<file path="src/rtl/hazard_control_unit.sv">
// hazard_control_unit: forwarding selects, load-use/redirect stall-flush control,
// data-RAM wait-state FSM and saturating stall/flush performance counters.
module hazard_control_unit #(
    parameter int REG_ADDR_W  = 5,
    parameter int MEM_LATENCY = 0,
    parameter int CNT_W       = 32
) (
    input  logic                  clk,
    input  logic                  rst,
    input  logic [REG_ADDR_W-1:0] id_rs1,
    input  logic [REG_ADDR_W-1:0] id_rs2,
    input  logic                  id_use_rs1,
    input  logic                  id_use_rs2,
    input  logic [REG_ADDR_W-1:0] ex_rs1,
    input  logic [REG_ADDR_W-1:0] ex_rs2,
    input  logic [REG_ADDR_W-1:0] ex_rd,
    input  logic                  ex_memRead,
    input  logic                  ex_PCSrc,
    input  logic [REG_ADDR_W-1:0] mem_rd,
    input  logic [REG_ADDR_W-1:0] wb_rd,
    input  logic                  mem_regWrite,
    input  logic                  wb_regWrite,
    input  logic                  mem_access,
    input  logic                  clr_cnt,
    output logic [1:0]            fwdA,
    output logic [1:0]            fwdB,
    output logic                  pc_stall,
    output logic                  if_id_stall,
    output logic                  if_id_flush,
    output logic                  id_ex_stall,
    output logic                  id_ex_flush,
    output logic                  ex_mem_stall,
    output logic                  mem_wb_bubble,
    output logic [CNT_W-1:0]      stall_cycles,
    output logic [CNT_W-1:0]      flush_count
);
    typedef enum logic {IDLE, WAIT} state_t;

    localparam logic [7:0]       LAT      = 8'(MEM_LATENCY);
    localparam bit               HAS_WAIT = MEM_LATENCY > 0;
    localparam logic [CNT_W-1:0] ONE      = 1;

    state_t           state_q, state_d;
    logic [7:0]       cnt_q, cnt_d;
    logic [CNT_W-1:0] stall_q, stall_d, flush_q, flush_d;
    logic             lu, ms, redir, lu_eff;

    function automatic logic [1:0] fwd_sel(input logic [REG_ADDR_W-1:0] rs);
        if (mem_regWrite && mem_rd != '0 && mem_rd == rs)
            return 2'b10;
        if (wb_regWrite && wb_rd != '0 && wb_rd == rs)
            return 2'b01;
        return 2'b00;
    endfunction

    always_comb begin
        lu = ex_memRead && ex_rd != '0 &&
             ((id_use_rs1 && ex_rd == id_rs1) || (id_use_rs2 && ex_rd == id_rs2));
        ms      = 1'b0;
        state_d = state_q;
        cnt_d   = cnt_q;
        case (state_q)
            IDLE: if (mem_access && HAS_WAIT) begin
                ms      = 1'b1;
                cnt_d   = LAT - 8'd1;
                state_d = WAIT;
            end
            WAIT: if (cnt_q != 8'd0) begin
                ms    = 1'b1;
                cnt_d = cnt_q - 8'd1;
            end else begin
                state_d = IDLE;
            end
            default: state_d = IDLE;
        endcase
        // EX is frozen under a memory stall, so its redirect/load-use wait for release
        redir   = ex_PCSrc && !ms;
        lu_eff  = lu && !ms && !ex_PCSrc;
        stall_d = clr_cnt ? '0 : ((ms || lu_eff) && stall_q != '1) ? stall_q + ONE : stall_q;
        flush_d = clr_cnt ? '0 : (redir && flush_q != '1) ? flush_q + ONE : flush_q;
    end

    always_comb begin
        fwdA          = rst ? fwd_sel(ex_rs1) : 2'b00;
        fwdB          = rst ? fwd_sel(ex_rs2) : 2'b00;
        pc_stall      = rst && (ms || lu_eff);
        if_id_stall   = rst && (ms || lu_eff);
        if_id_flush   = rst && redir;
        id_ex_stall   = rst && ms;
        id_ex_flush   = rst && (redir || lu_eff);
        ex_mem_stall  = rst && ms;
        mem_wb_bubble = rst && ms;
        stall_cycles  = stall_q;
        flush_count   = flush_q;
    end

    always_ff @(posedge clk or negedge rst) begin
        if (!rst) begin
            state_q <= IDLE;
            cnt_q   <= '0;
            stall_q <= '0;
            flush_q <= '0;
        end else begin
            state_q <= state_d;
            cnt_q   <= cnt_d;
            stall_q <= stall_d;
            flush_q <= flush_d;
        end
    end
endmodule

</file>
<file path="config.mk">
export PLATFORM = sky130hd
export DESIGN_NAME = hazard_control_unit
export DESIGN_NICKNAME = d
export VERILOG_FILES = /design/src/rtl/hazard_control_unit.sv
export SDC_FILE = /design/constraint.sdc
export NUM_CORES = 1
export LEC_CHECK = 0
export BUFFER_PORTS_ARGS = -buffer_cell sky130_fd_sc_hd__buf_4
export CELL_PAD_IN_SITES_DETAIL_PLACEMENT = 1
export CELL_PAD_IN_SITES_GLOBAL_PLACEMENT = 2
export CORE_ASPECT_RATIO = 0.6
export CORE_UTILIZATION = 32
export CTS_BUF_LIST = sky130_fd_sc_hd__clkbuf_4
export DETAILED_ROUTE_END_ITERATION = 16
export PLACE_DENSITY = 0.91
export SLEW_MARGIN = 10
export SYNTH_ARGS = -nofsm -noshare
export SYNTH_HDL_FRONTEND = slang
export SYNTH_SLANG_ARGS = --single-unit
</file>
<file path="constraint.sdc">
create_clock -name clk -period 2.85 [get_ports clk]
set_input_delay 0 -clock clk [delete_from_list [all_inputs] [get_ports clk]]
set_output_delay 0 -clock clk [all_outputs]
set_load 0.01 [all_outputs]
</file>
Word level (Yosys, flattened, before mapping). Cells that the tools add are included.

Register bits after elaboration: 73. Input port bits: 45. Output and inout bits: 75. Logic and storage cells: 68.

Add/subtract/negate cells: 3. Eq/ne operators: 8. Multiplexer cells: 22. Reduce and logical (&&, ||, !) cells: 31.

Operators with widths (count): $mux W32 (4); $add A32 B1 Y32 const B (2); $ne A32 B32 Y1 const B (2); $eq A5 B5 Y1 (6); $mux W2 (10); $logic_and A1 B1 Y1 (19); $reduce_bool A5 Y1 (3); $mux W1 (8); $reduce_bool A8 Y1 (1); $sub A8 B1 Y8 const B (1); $reduce_bool A2 Y1 (2); $logic_or A1 B1 Y1 (3); $logic_not A1 Y1 (2); $reduce_and A2 Y1 (1).

Logic depth before layout (Yosys ltp).
Word-level depth: 10. Depth in mapped cells: 9.

Worst setup path after synthesis. Ideal clock, no wire load.

Kind: flip-flop to flip-flop. Start: register cnt_q[6]. End: register stall_q[5], in the netlist stall_cycles[5]. Arrival: 2.234 ns. Data required time: 2.718 ns. Slack: 0.484 ns. Cell stages (with the launch flop): 8. Clock period less this slack: 2.366 ns. Path through: dfrtp_1 or4_4 o41ai_4 o221ai_2 nand3b_1 buf_2 xor2_1 nor2_1.

Cells in the longest elaborated chain, start to end: 9.

Ends and longest elaborated chain: start: declaration (line 44) `logic [7:0] cnt_q, cnt_d;`; start signal: assignment (line 105) `cnt_q <= cnt_d;`; $reduce_bool A8 Y1 * (line 68) `WAIT: if (cnt_q != 8'd0) begin`; $mux W1 * (line 68); $mux W1 * (line 62) `case (state_q)`; $logic_not A1 Y1 (line 78) `lu_eff = lu && !ms && !ex_PCSrc;`; $logic_and A1 B1 Y1 (2 in a row) (line 78); $logic_or A1 B1 Y1 * (line 79) `stall_d = clr_cnt ? '0 : ((ms || lu_eff) && stall_q != '1) ? stall_q + ONE : stall_q;`; $logic_and A1 B1 Y1 * (line 79); $reduce_bool A2 Y1 (no line) *; end signal: assignment (line 106) `stall_q <= stall_d;`; end: declaration (line 45) `logic [CNT_W-1:0] stall_q, stall_d, flush_q, flush_d;`.

Every way passes the cells marked *; elsewhere a longest branch is shown, timed or not. A chain may end at the register's enable or synchronous reset.

Worst setup path in the final report.
Start: register cnt_q[0]. End: register stall_q[22], in the netlist stall_cycles[22].

The elaborated chain is that of the path after synthesis.

==> results by group <==
Outcome
  – Status: finished clean

Timing
  – Hold slack: 39.9 ps
  – Final critical-path required period: 2600 ps
  – Rel. slew slack: 49.8%
  – Fin. max-slew vios: 0
  – RSZ-0062 raised after global routing: false
  – Final Skew: 16.5 ps
  – Final setup viols: 0
  – Final Hold Viols: 0
  – Slew @ Worst Pin: 753 ps
  – Setup_tns: 0 ps
  – Max Clk Rate: 0.384 GHz
  – Fin crit share: 91.3%

Clock tree
  – CTS tree: done
  – Clk root buf: clkbuf_4
  – Worst-path clk slew: 130 ps
  – Num CTS Buffers: 9
  – H-tree lvl count: 3
  – Setup Fix Bufs, Post-CTS: 0
  – Resize count post-CTS: 0
  – Clk sinks: 73
  – Clock Path Buffers: 2
  – Worst-skew pair later-pin latency: 450 ps

Die
  – Starting Density: 33.1%
  – Die height: 91.7 µm
  – Core area: 13000 µm²
  – Top Ports: 120
  – Placement Rows: 32
  – Full die area: 13900 µm²
  – Die Width: 152 µm

Yosys
  – Mean area per synthesized cell: 9.12 µm²
  – Sequential fraction of the synthesis area: 42.5%
  – Post-synth EDFFs: 0
  – Flops & latches, synth: 73
  – Top cell type's share of synthesized area: 42.5%
  – Main synth FF type: dfrtp_1
  – Synth warnings: 0
  – Synth async-reset ratio: 100%
  – Mapped Cells: 471
  – Main area contributors after synthesis: dfrtp_1 (43%), xnor2_1 (10%), xor2_1 (4.9%)
  – Distinct cell type count after synthesis: 44
  – Netlist Area Pre-Place: 4290 µm²
  – Area leader, netlist: dfrtp_1
  – Syn Nets: 520

Route
  – Vias/cell: 5.26
  – WL/cell: 17.5 µm
  – Drt pass-1 iters: 4
  – Initial DRC Count: 181
  – Antenna Nets Post-Route: 0
  – # DRC: 0
  – Routed wire length: 13.4 mm
  – Vias: 4050

Job
  – Max cap viols: 0

Setup path
  – Sum of buffers and inverters on the critical path: 4
  – Stages on the worst setup path: 10
  – Top delay family on crit path: simple AND/OR/NAND/NOR gates
  – Crit end category: register
  – Worst reg2reg endpoint: stall_cycles[22]$_DFFE_PN0P_
  – Slowest stage cell, crit path: or4_1
  – CP Cell Sequence: inv_1 -> ha_1 -> inv_1 -> o41ai_4 -> buf_4 -> a32oi_2 -> buf_4 -> nand4_1 -> or4_1 -> a21oi_1
  – WS Path Type: register to register
  – R2r worst-path depth: 10
  – Worst r2r src: cnt_q[0]$_DFFE_PN0P_
  – Critical Path Source Type: register
  – Arrival @ worst endpoint: 2970 ps
  – Critical Path Max Stage Delay: 520 ps
  – R2R setup slack: 250 ps
  – CP required: 3220 ps
  – Worst-path maximum fanout: 17

Placed design
  – Post-DP Area: 5390 µm²
  – Placed cells: 752
  – GP Congestion: 0.850
  – # port buffers: 118
  – Post-DP HPWL: 10.1 mm

Cells and area
  – Register area: 1830 µm²
  – Multi-input gate area: 2330 µm²
  – Non-filler cells in the finished layout: 770
  – Finished layout cell area: 5560 µm²
  – Nets: 644
  – Fillers: 1528
  – Most common cell after layout, fill and taps aside: buf_4
  – Layout cell share with drive strength beyond 1: 25.8%
  – Area grow syn2layout: 29.5%
  – N_diodes: 0
  – Most frequent cells in the layout: buf_4 (128), dfrtp_1 (73), nor2_1 (52)

GRT
  – Vias in the first global route: 4208
  – Initial antenna violation count: 0
  – Grt total ovfl: 0
  – GR Util All Layers: 20.5%
  – First-pass GRT wire length: 22.2 mm
  – Largest net degree at the start of global routing: 68

Power
  – VDD IR-drop max: 0.232 mV
  – Logic pwr share: 9.6%
  – Psw: 0.000507 W
  – Power Density: 355 nW/µm²
  – Sw Share: 25.6%
  – Sequential share of power: 52.8%
  – Clock share of power: 37.6%
  – Internal power: 0.00147 W
  – Leak: 2.39 nW

Hold path
  – Hold Path Class: input port to async pin
==> how the worst max path moves through the flow <==
stage / startpoint / to / slack (ps)
floorplan: cnt_q[6]$_DFFE_PN0P_ / stall_cycles[5]$_DFFE_PN0P_ / 480
global placement: cnt_q[6]$_DFFE_PN0P_ / flush_count[20]$_DFFE_PN0P_ / 330
detailed placement: cnt_q[6]$_DFFE_PN0P_ / flush_count[20]$_DFFE_PN0P_ / 270
CTS: cnt_q[0]$_DFFE_PN0P_ / stall_cycles[22]$_DFFE_PN0P_ / 250
global route: cnt_q[6]$_DFFE_PN0P_ / flush_count[20]$_DFFE_PN0P_ / 90
finish: cnt_q[0]$_DFFE_PN0P_ / stall_cycles[22]$_DFFE_PN0P_ / 250
==> worst reg2reg max path, delay by kind of cell (launching register included) <==
kind,cells,cell delay [ps]
AND/OR/NAND/NOR,2,840
AO/OA/AOI/OAI,3,480
flip-flops,1,420
adder cells (fa/ha/maj),1,200
buffers and inverters,4,590
==> cell usage after synthesis (2+ instances only) <==
library cell	number
nor2_1	52
o31ai_1	5
and3_1	10
dfrtp_1	73
xnor2_1	49
nor2b_1	2
nand3_1	27
xor2_1	24
nand2b_1	2
o21ai_0	22
nand4_1	16
or3_1	16
nor3b_1	5
mux2_2	3
mux2i_1	2
clkbuf_1	12
nor3_1	20
ha_1	4
and2_1	8
and4_1	4
o211ai_1	3
nor4_1	14
or4_1	13
inv_1	14
nand2_1	28
buf_4	4
a21oi_1	22
==> power groups by stage <==
| stage | Clock [W] | Sequential, W | Combinational, W |
|---|---|---|---|
| floorplan | 0 | 0.00106 | 0.0000718 |
| global placement | 0 | 0.00106 | 0.000184 |
| detailed placement | 0 | 0.00106 | 0.000191 |
| CTS | 0.000763 | 0.00104 | 0.000194 |
| global route | 0.000807 | 0.00104 | 0.000210 |
| finish | 0.000743 | 0.00104 | 0.000190 |
==> layout make-up <==
type	instances	share of cell area, %
multi-input cells	367	42.0
flip-flops and latches	73	32.9
well taps	170	3.83
repair buffers	130	17.6
clock buffers	9	1.22
inverters	14	0.945
clock inverters	7	1.53
==> layer usage <==
metal | track usage (%) | routed length [µm] | vias up
li1 | - | - | 1919
met1 | 30.2 | 6590 | 2017
met2 | 30.3 | 5940 | 102
met3 | 4.98 | 816 | 12
met4 | 4.04 | 103 | 0
met5 | 0 | 0 | -
==> repair_timing <==
item | 4_1_cts | 5_1_grt
hold buffers | 2 | 0
hold endpoints to repair | 33 | 0
endpoints found under the setup margin | 0 | 0
==> logic make-up (layout without fill, tap and decap cells) <==
| logic type | Yosys count | in the layout | share of synthesized area [%] |
|---|---|---|---|
| flip-flops | 73 | 73 | 42.5 |
| AO/OA/AOI/OAI | 59 | 59 | 8.60 |
| AND/OR/NAND/NOR | 226 | 226 | 28.5 |
| multiplexers | 5 | 5 | 1.25 |
| XOR/XNOR | 73 | 73 | 14.9 |
| buffers and inverters | 31 | 160 | 3.09 |
| adder cells (fa/ha/maj) | 4 | 4 | 1.17 |
==> sequential cells by signal (all words and copies together), names as in the netlist <==
name and flops:
state_q 1, stall_cycles 32, cnt_q 8, flush_count 32
==> metrics by stage <==
step / total power [W] / setup slack (ps) / utilization (%)
3_3_place_gp: 0.00125 / 326 / 41.5
6_report: 0.00198 / 248 / 42.9
3_5_place_dp: 0.00125 / 272 / 41.5
5_1_grt: 0.00206 / 87.4 / 42.9
2_1_floorplan: 0.00114 / 484 / -
4_1_cts: 0.00200 / 254 / 42.9
No activity file was read; power rests on OpenSTA's default activity.
